--- config.mk ---
export PLATFORM = sky130hd
export DESIGN_NAME = fetch_unit
export DESIGN_NICKNAME = d
export VERILOG_FILES = /design/src/rtl/fetch_unit.sv
export SDC_FILE = /design/constraint.sdc
export NUM_CORES = 1
export LEC_CHECK = 0
export BUFFER_PORTS_ARGS = -buffer_cell sky130_fd_sc_hd__clkbuf_2
export CORE_MARGIN = 4
export CORE_UTILIZATION = 50
export DETAILED_ROUTE_END_ITERATION = 10
export PLACE_DENSITY = 0.76
export SYNTH_ARGS = -nofsm -noshare
export SYNTH_HDL_FRONTEND = slang
export SYNTH_SLANG_ARGS = --single-unit
export TNS_END_PERCENT = 20
--- constraint.sdc ---
create_clock -name clk -period 4.31 [get_ports clk]
set_input_delay 0.2155 -clock clk [delete_from_list [all_inputs] [get_ports clk]]
set_output_delay 0.2155 -clock clk [all_outputs]
set_load 0.02 [all_outputs]
--- src/rtl/fetch_unit.sv ---
// fetch_unit: instruction-fetch stage for the MIPS pipeline.
// Owns the fetch PC, issues one-at-a-time requests to instruction memory,
// buffers returned words in a small in-order queue and presents the head
// entry to decode with a valid/ready handshake. Redirects flush everything.
//
// Ports:
//   clk, rst                       clock, synchronous active-high reset
//   imem_req/imem_addr             request and word address to instruction memory
//   imem_ack/imem_rdata            completion and instruction word from memory
//   redirect_valid/redirect_pc     taken branch/jump: flush and restart fetch
//   id_ready                       decode accepts the head instruction
//   id_valid/id_instr/id_pc/id_pc4 head-of-queue instruction to decode
module fetch_unit #(
    parameter logic [31:0] RESET_PC = 32'h0040_0000,
    parameter int unsigned DEPTH    = 2
) (
    input  logic        clk,
    input  logic        rst,
    output logic        imem_req,
    output logic [31:0] imem_addr,
    input  logic        imem_ack,
    input  logic [31:0] imem_rdata,
    input  logic        redirect_valid,
    input  logic [31:0] redirect_pc,
    input  logic        id_ready,
    output logic        id_valid,
    output logic [31:0] id_instr,
    output logic [31:0] id_pc,
    output logic [31:0] id_pc4
);

    localparam int unsigned PTR_W = (DEPTH > 1) ? $clog2(DEPTH) : 1;
    localparam int unsigned CNT_W = $clog2(DEPTH + 1);
    localparam logic [31:0] RESET_PC_ALIGNED = {RESET_PC[31:2], 2'b00};

    typedef struct packed {
        logic [31:0] pc;
        logic [31:0] instr;
    } entry_t;

    entry_t           queue_q [DEPTH];
    entry_t           queue_d [DEPTH];
    logic [PTR_W-1:0] rd_ptr_q, rd_ptr_d;
    logic [PTR_W-1:0] wr_ptr_q, wr_ptr_d;
    logic [CNT_W-1:0] count_q, count_d;
    logic [31:0]      fetch_pc_q, fetch_pc_d;   // always word aligned
    logic             push;
    logic             pop;
    logic             not_empty;
    entry_t           head;

    // Request/handshake decode; a redirect cancels both the push and the pop.
    assign not_empty = (count_q != '0);
    assign imem_req  = !rst && (count_q < CNT_W'(DEPTH));
    assign imem_addr = fetch_pc_q;
    assign id_valid  = !rst && not_empty;
    assign push      = imem_req && imem_ack && !redirect_valid;
    assign pop       = id_valid && id_ready && !redirect_valid;

    // Head entry; forced to zero while empty so decode never sees stale data.
    assign head     = queue_q[rd_ptr_q];
    assign id_instr = not_empty ? head.instr : '0;
    assign id_pc    = not_empty ? head.pc : '0;
    assign id_pc4   = not_empty ? (head.pc + 32'd4) : '0;

    // Next-state: redirect flushes, otherwise push/pop update pointers and count.
    always_comb begin
        queue_d    = queue_q;
        rd_ptr_d   = rd_ptr_q;
        wr_ptr_d   = wr_ptr_q;
        count_d    = count_q;
        fetch_pc_d = fetch_pc_q;

        if (redirect_valid) begin
            rd_ptr_d   = '0;
            wr_ptr_d   = '0;
            count_d    = '0;
            fetch_pc_d = {redirect_pc[31:2], 2'b00};
        end else begin
            if (push) begin
                queue_d[wr_ptr_q].pc    = fetch_pc_q;
                queue_d[wr_ptr_q].instr = imem_rdata;
                wr_ptr_d                = wr_ptr_q + PTR_W'(1);
                fetch_pc_d              = fetch_pc_q + 32'd4;
            end
            if (pop) begin
                rd_ptr_d = rd_ptr_q + PTR_W'(1);
            end
            count_d = count_q + CNT_W'(push) - CNT_W'(pop);
        end
    end

    // State register.
    always_ff @(posedge clk) begin
        if (rst) begin
            for (int i = 0; i < int'(DEPTH); i++) begin
                queue_q[i] <= '0;
            end
            rd_ptr_q   <= '0;
            wr_ptr_q   <= '0;
            count_q    <= '0;
            fetch_pc_q <= RESET_PC_ALIGNED;
        end else begin
            queue_q    <= queue_d;
            rd_ptr_q   <= rd_ptr_d;
            wr_ptr_q   <= wr_ptr_d;
            count_q    <= count_d;
            fetch_pc_q <= fetch_pc_d;
        end
    end

endmodule

* Yosys cells after proc, flatten, opt, wreduce, memory -nomap -nowiden
Index checks and enable logic that the tools add are counted.
** Storage, ports and cells
- Register bits :: 164
- Latch bits :: 0
- Bits in writable memories :: 0
- ROM bits :: 0
- Input port bits :: 69
- Memories kept :: 0
** Cells by class
- $add $sub $neg :: 6
- Multiply operators :: 0
- Div/mod/pow operators :: 0
- Order comparisons :: 4
- Equal/unequal tests :: 0
- Shifts and indexed selects :: 0
- Mux-type cells :: 14
- Bitwise gates (word level) :: 3
- Reduce and logical (&&, ||, !) cells :: 13
** Operator list (count)
- 128-bit bitwise mux :: 2
- 64-bit 2-to-1 mux :: 4
- 32-bit 2-to-1 mux :: 6
- 64-bit demux with 1-bit select :: 2
- 32-bit by 3-bit adder with 32-bit output, second input constant :: 2
- 1-bit logical AND :: 7
- 2-bit >= comparator, second input constant :: 2
- 1-bit inverter with 2-bit output :: 2
- 2-bit nonzero test :: 2
- 1-bit adder, second input constant :: 2
- 2-bit by 1-bit adder with 2-bit output :: 1
- 1-bit logical NOT :: 2
- 2-bit by 1-bit < comparator with 1-bit output, second input constant :: 1
- 2-bit < comparator, second input constant :: 1
- 2-bit AND reduction :: 1
- 2-bit OR reduction :: 1
- 2-bit by 1-bit subtractor with 2-bit output :: 1
- 1-bit inverter :: 1

* Depth between registers and ports, before layout
- Depth after elaboration :: 7
- Depth in mapped cells :: 11

* Worst setup path after synthesis
No wires, ideal clock.
- Path kind :: reg2out
- Start point :: register rd_ptr_q
- End point :: output port id_pc4[30]
- Arrival :: 3.079 ns
- Data required time :: 4.095 ns
- Path slack :: 1.016 ns
- Cell stages (with the launch flop) :: 11
- Path buffers :: 4
- Path through :: dfxtp_1 -> buf_4 -> buf_4 -> buf_2 -> buf_1 -> mux2_2 -> ha_1 -> inv_1 -> a211oi_2 -> nand4_2 -> o41ai_1
** Between the ends
- Word-level cells in the longest chain between the ends :: 6
** RTL lines
- start, declared :: RTL line 43 : logic [PTR_W-1:0] rd_ptr_q, rd_ptr_d;
- start signal, assigned :: RTL line 105 : rd_ptr_q <= rd_ptr_d;
- 1-bit inverter with 2-bit output (not written as such) :: RTL line 61 : assign head = queue_q[rd_ptr_q];
- 64-bit 2-to-1 mux (not written as such) (3 in a row) :: RTL line 61
- 32-bit by 3-bit adder with 32-bit output :: RTL line 64 : assign id_pc4 = not_empty ? (head.pc + 32'd4) : '0;
- 32-bit 2-to-1 mux :: RTL line 64
- end, declared :: RTL line 29 : output logic [31:0] id_pc4
Every way passes these cells. The select of a mux whose other input is x is not followed.

* Worst setup path after layout
- Start point :: register rd_ptr_q
- End point :: output port id_pc4[28]
The elaborated chain is that of the path after synthesis.

==> results_dict.tcl <==
set metrics [dict create \
    p_clk_frac 0.446 \
    regArea_um2 3170 \
    irDropWorstVdd_uv 300 \
    worst-path-buf-inv 2 \
    gr-max-usage-layer "met2" \
    final.setup_skew_ns 0.00549 \
    antenna_cells 0 \
    grt_pass1_wl_mm 35.6 \
    post_cts_buffers 0 \
    synth_cell_type_count 58 \
    total_power_uw 3240 \
    period_minus_slack_ns 3.73 \
    post-route-cell-area_um2 9530 \
    drive_gt1_frac 0.215 \
    cts_sinks 158 \
    clockRootBuffer "clkbuf_16" \
    initial_core_util 0.519 \
    ant_nets 0 \
    coreArea_um2 15400 \
    drt_pass1_iterations 5 \
    grt_max_degree 89 \
    synth_edf_count 0 \
    crit_path_max_incr_delay_ns 0.77 \
    worst_slew_pin_slew_ns 1.12 \
    grt_pass1_vias 7104 \
    path_max_fanout 51 \
    whs_ns 0.0296 \
    internal_power_uw 2460 \
    drt_wl_total_mm 22.4 \
    postSynthAreaPerCell_um2 7.58 \
    slew_headroom 0.254 \
    place_congestion 0.885 \
    grt_usage 0.242 \
    clkLatencyLatePin_ns 0.41 \
    antenna_found_initial 0 \
    synth_top_cell_area_share 0.395 \
    hold_buffers 0 \
    place_hpwl_mm 15.2 \
    slew_violations 0 \
    worstPathArrival_ns 3.52 \
    clk_pin_slew_worst_paths_ns 0.06 \
    final_common_cell "nand2_1" \
    switching_share 0.239 \
    yosysTopAreaCell "dfxtp_1" \
    ys_warn_count 0 \
    final_nets 1270 \
    async_reset_ff_frac 0 \
    combPwrFrac 0.074 \
    syn_to_final_growth_pct 19.2 \
    die_x_um 135 \
    ys_ff_latch 158 \
    instances_no_fill 1421 \
    pwr_density_cell_nw_per_um2 340 \
    path_class "flop to output pin" \
    finalHoldViolations 0 \
    cpMaxStageDelayCell "dfxtp_4" \
    synth_area_leaders "dfxtp_1, nand2_1, a21oi_1, mux2i_1, nor2_1" \
    ys.flop_type "dfxtp_1" \
    fillCellCount 1477 \
    die_area_um2 18100 \
    viasPerCell 5.45 \
    dpl.cell_count 1389 \
    drc 0 \
    worstSetupStartpoint "rd_ptr_q$_SDFFE_PP0P_" \
    multiInputGateArea_um2 4480 \
    status "completed" \
    gr-usage-met3 0.0440 \
    met1_usage 0.335 \
    min_period_over_period 0.866 \
    clockBufferDepth 2 \
    min_path_type "primary input to flop" \
    grt_util_met2 0.391 \
    synthesis.area_um2 8000 \
    die_y_um 135 \
    h-tree-depth 4 \
    cpLargestDelayFamily "flip-flops" \
    crit_chain "mux2_2 -> ha_1 -> inv_1 -> a211oi_2 -> nand4_2 -> nor3_1 -> mux2_1 -> clkbuf_2" \
    fin_setup_tns_ns 0 \
    port_buffers 190 \
    max_freq_ghz 0.268 \
    top_level_ports 199 \
    yosysSeqAreaShare 0.395 \
    synth_cells 1055 \
    endpoint "id_pc4[28]" \
    maxCapViolCount 0 \
    p_seq_frac 0.480 \
    final_cell_mix "nand2_1, clkbuf_2, dfxtp_1" \
    cts_tree "built" \
    cts_resized 0 \
    reg2regPathDepth 6 \
    row_count 45 \
    vias 7746 \
    wl_per_cell_um 15.8 \
    setup_violations 0 \
    worst_ep_required_time_ns 4.09 \
    grt-ovfl-total 0 \
    leakage_uw 0.00342 \
    cp-end-kind "output pin" \
    drtIter0Drc 621 \
    timing.rr.end "queue_q[93]$_SDFFE_PP0P_" \
    cp-start-kind "flop" \
    post_dp_cell_area_um2 8970 \
    r2r_slack_ns 1.83 \
    rsz0062_at_grt "no" \
    cts_inserted_buffers 17 \
    net-switching-power_uw 774 \
    reg2reg_from "count_q[1]$_SDFF_PP0_" \
    path_depth 8 \
]
[layout make-up]
cell class	count	share of cell area
clock buffer	26	0.0503
timing repair buffer	201	0.109
inverter	6	0.00236
clock inverter	6	0.00879
sequential	158	0.332
multi-input combinational	813	0.470
tap	211	0.0277
[registers in the layout (all words and copies together), names as in the netlist]
register and flops:
count_q 2, imem_addr 30, queue_q 124, rd_ptr_q 1
wr_ptr_q 1
[worst min-delay path by stage]
stage / from / to / slack, ns / cells past startpoint
final: imem_rdata[5] / queue_q[69]$_SDFFE_PP0P_ / 0.03 / 3
after global routing: imem_rdata[3] / queue_q[3]$_SDFFE_PP0P_ / 0.02 / 3
after CTS: imem_rdata[3] / queue_q[67]$_SDFFE_PP0P_ / 0.02 / 3
after detailed placement: queue_q[19]$_SDFFE_PP0P_ / queue_q[19]$_SDFFE_PP0P_ / 0.45 / 2
after global placement: queue_q[92]$_SDFFE_PP0P_ / queue_q[92]$_SDFFE_PP0P_ / 0.44 / 2
after floorplan: imem_rdata[0] / queue_q[0]$_SDFFE_PP0P_ / 0.35 / 2
[cell usage after synthesis (7+ instances only)]
cell / instances
clkbuf_1: 55
nor2_1: 112
nand4_1: 16
buf_4: 8
o21ai_0: 12
o31ai_1: 9
buf_1: 8
buf_2: 7
mux2i_1: 61
nand3_1: 23
a211oi_1: 21
xor2_1: 15
nand2_1: 284
a21oi_1: 136
and2_1: 9
xnor2_1: 27
nor3_1: 8
dfxtp_1: 158
[worst register-to-register path, stage by stage (launching register included)]
cell and delay [ns]:
dfxtp_1 0.42, nor3b_2 0.55, nand2_1 0.27, nor2_4 0.30
buf_4 0.56, nand2_1 0.14, a21oi_1 0.15
[per-stage QoR]
stage                     setup WS, ns   util
after global placement            1.14  0.582
final                            0.579  0.618
after CTS                        0.652  0.618
after floorplan                   1.02      -
after detailed placement          1.10  0.582
after global routing             0.420  0.618
[power groups by stage]
stage | combinational [uW] | clock (uW) | sequential (uW)
2_1_floorplan | 144 | 0 | 1580
3_3_place_gp | 236 | 0 | 1580
3_5_place_dp | 239 | 0 | 1580
4_1_cts | 240 | 1460 | 1550
5_1_grt | 264 | 1520 | 1560
6_report | 240 | 1440 | 1560
[layer usage]
metal	vias up	routed length, um	part of all wire
met5	-	0	0
li1	3841	-	-
met3	25	1680	0.075
met1	3587	9920	0.44
met4	0	306	0.014
met2	293	10500	0.47
[cell families (layout without fill, tap and decap cells)]
| kind of cell | count (synthesis) | after routing | synth area share |
|---|---|---|---|
| other | 1 | 6 | 0.000469 |
| adders and majority gates | 4 | 4 | 0.00626 |
| AOI/OAI and AO/OA | 194 | 194 | 0.138 |
| muxes | 66 | 66 | 0.0833 |
| and+or+nand+nor | 501 | 501 | 0.281 |
| DFF | 158 | 158 | 0.395 |
| xor gates and xnor gates | 42 | 42 | 0.0460 |
| buffers and inverters | 89 | 239 | 0.0497 |
No activity file was read; power rests on OpenSTA's default activity.
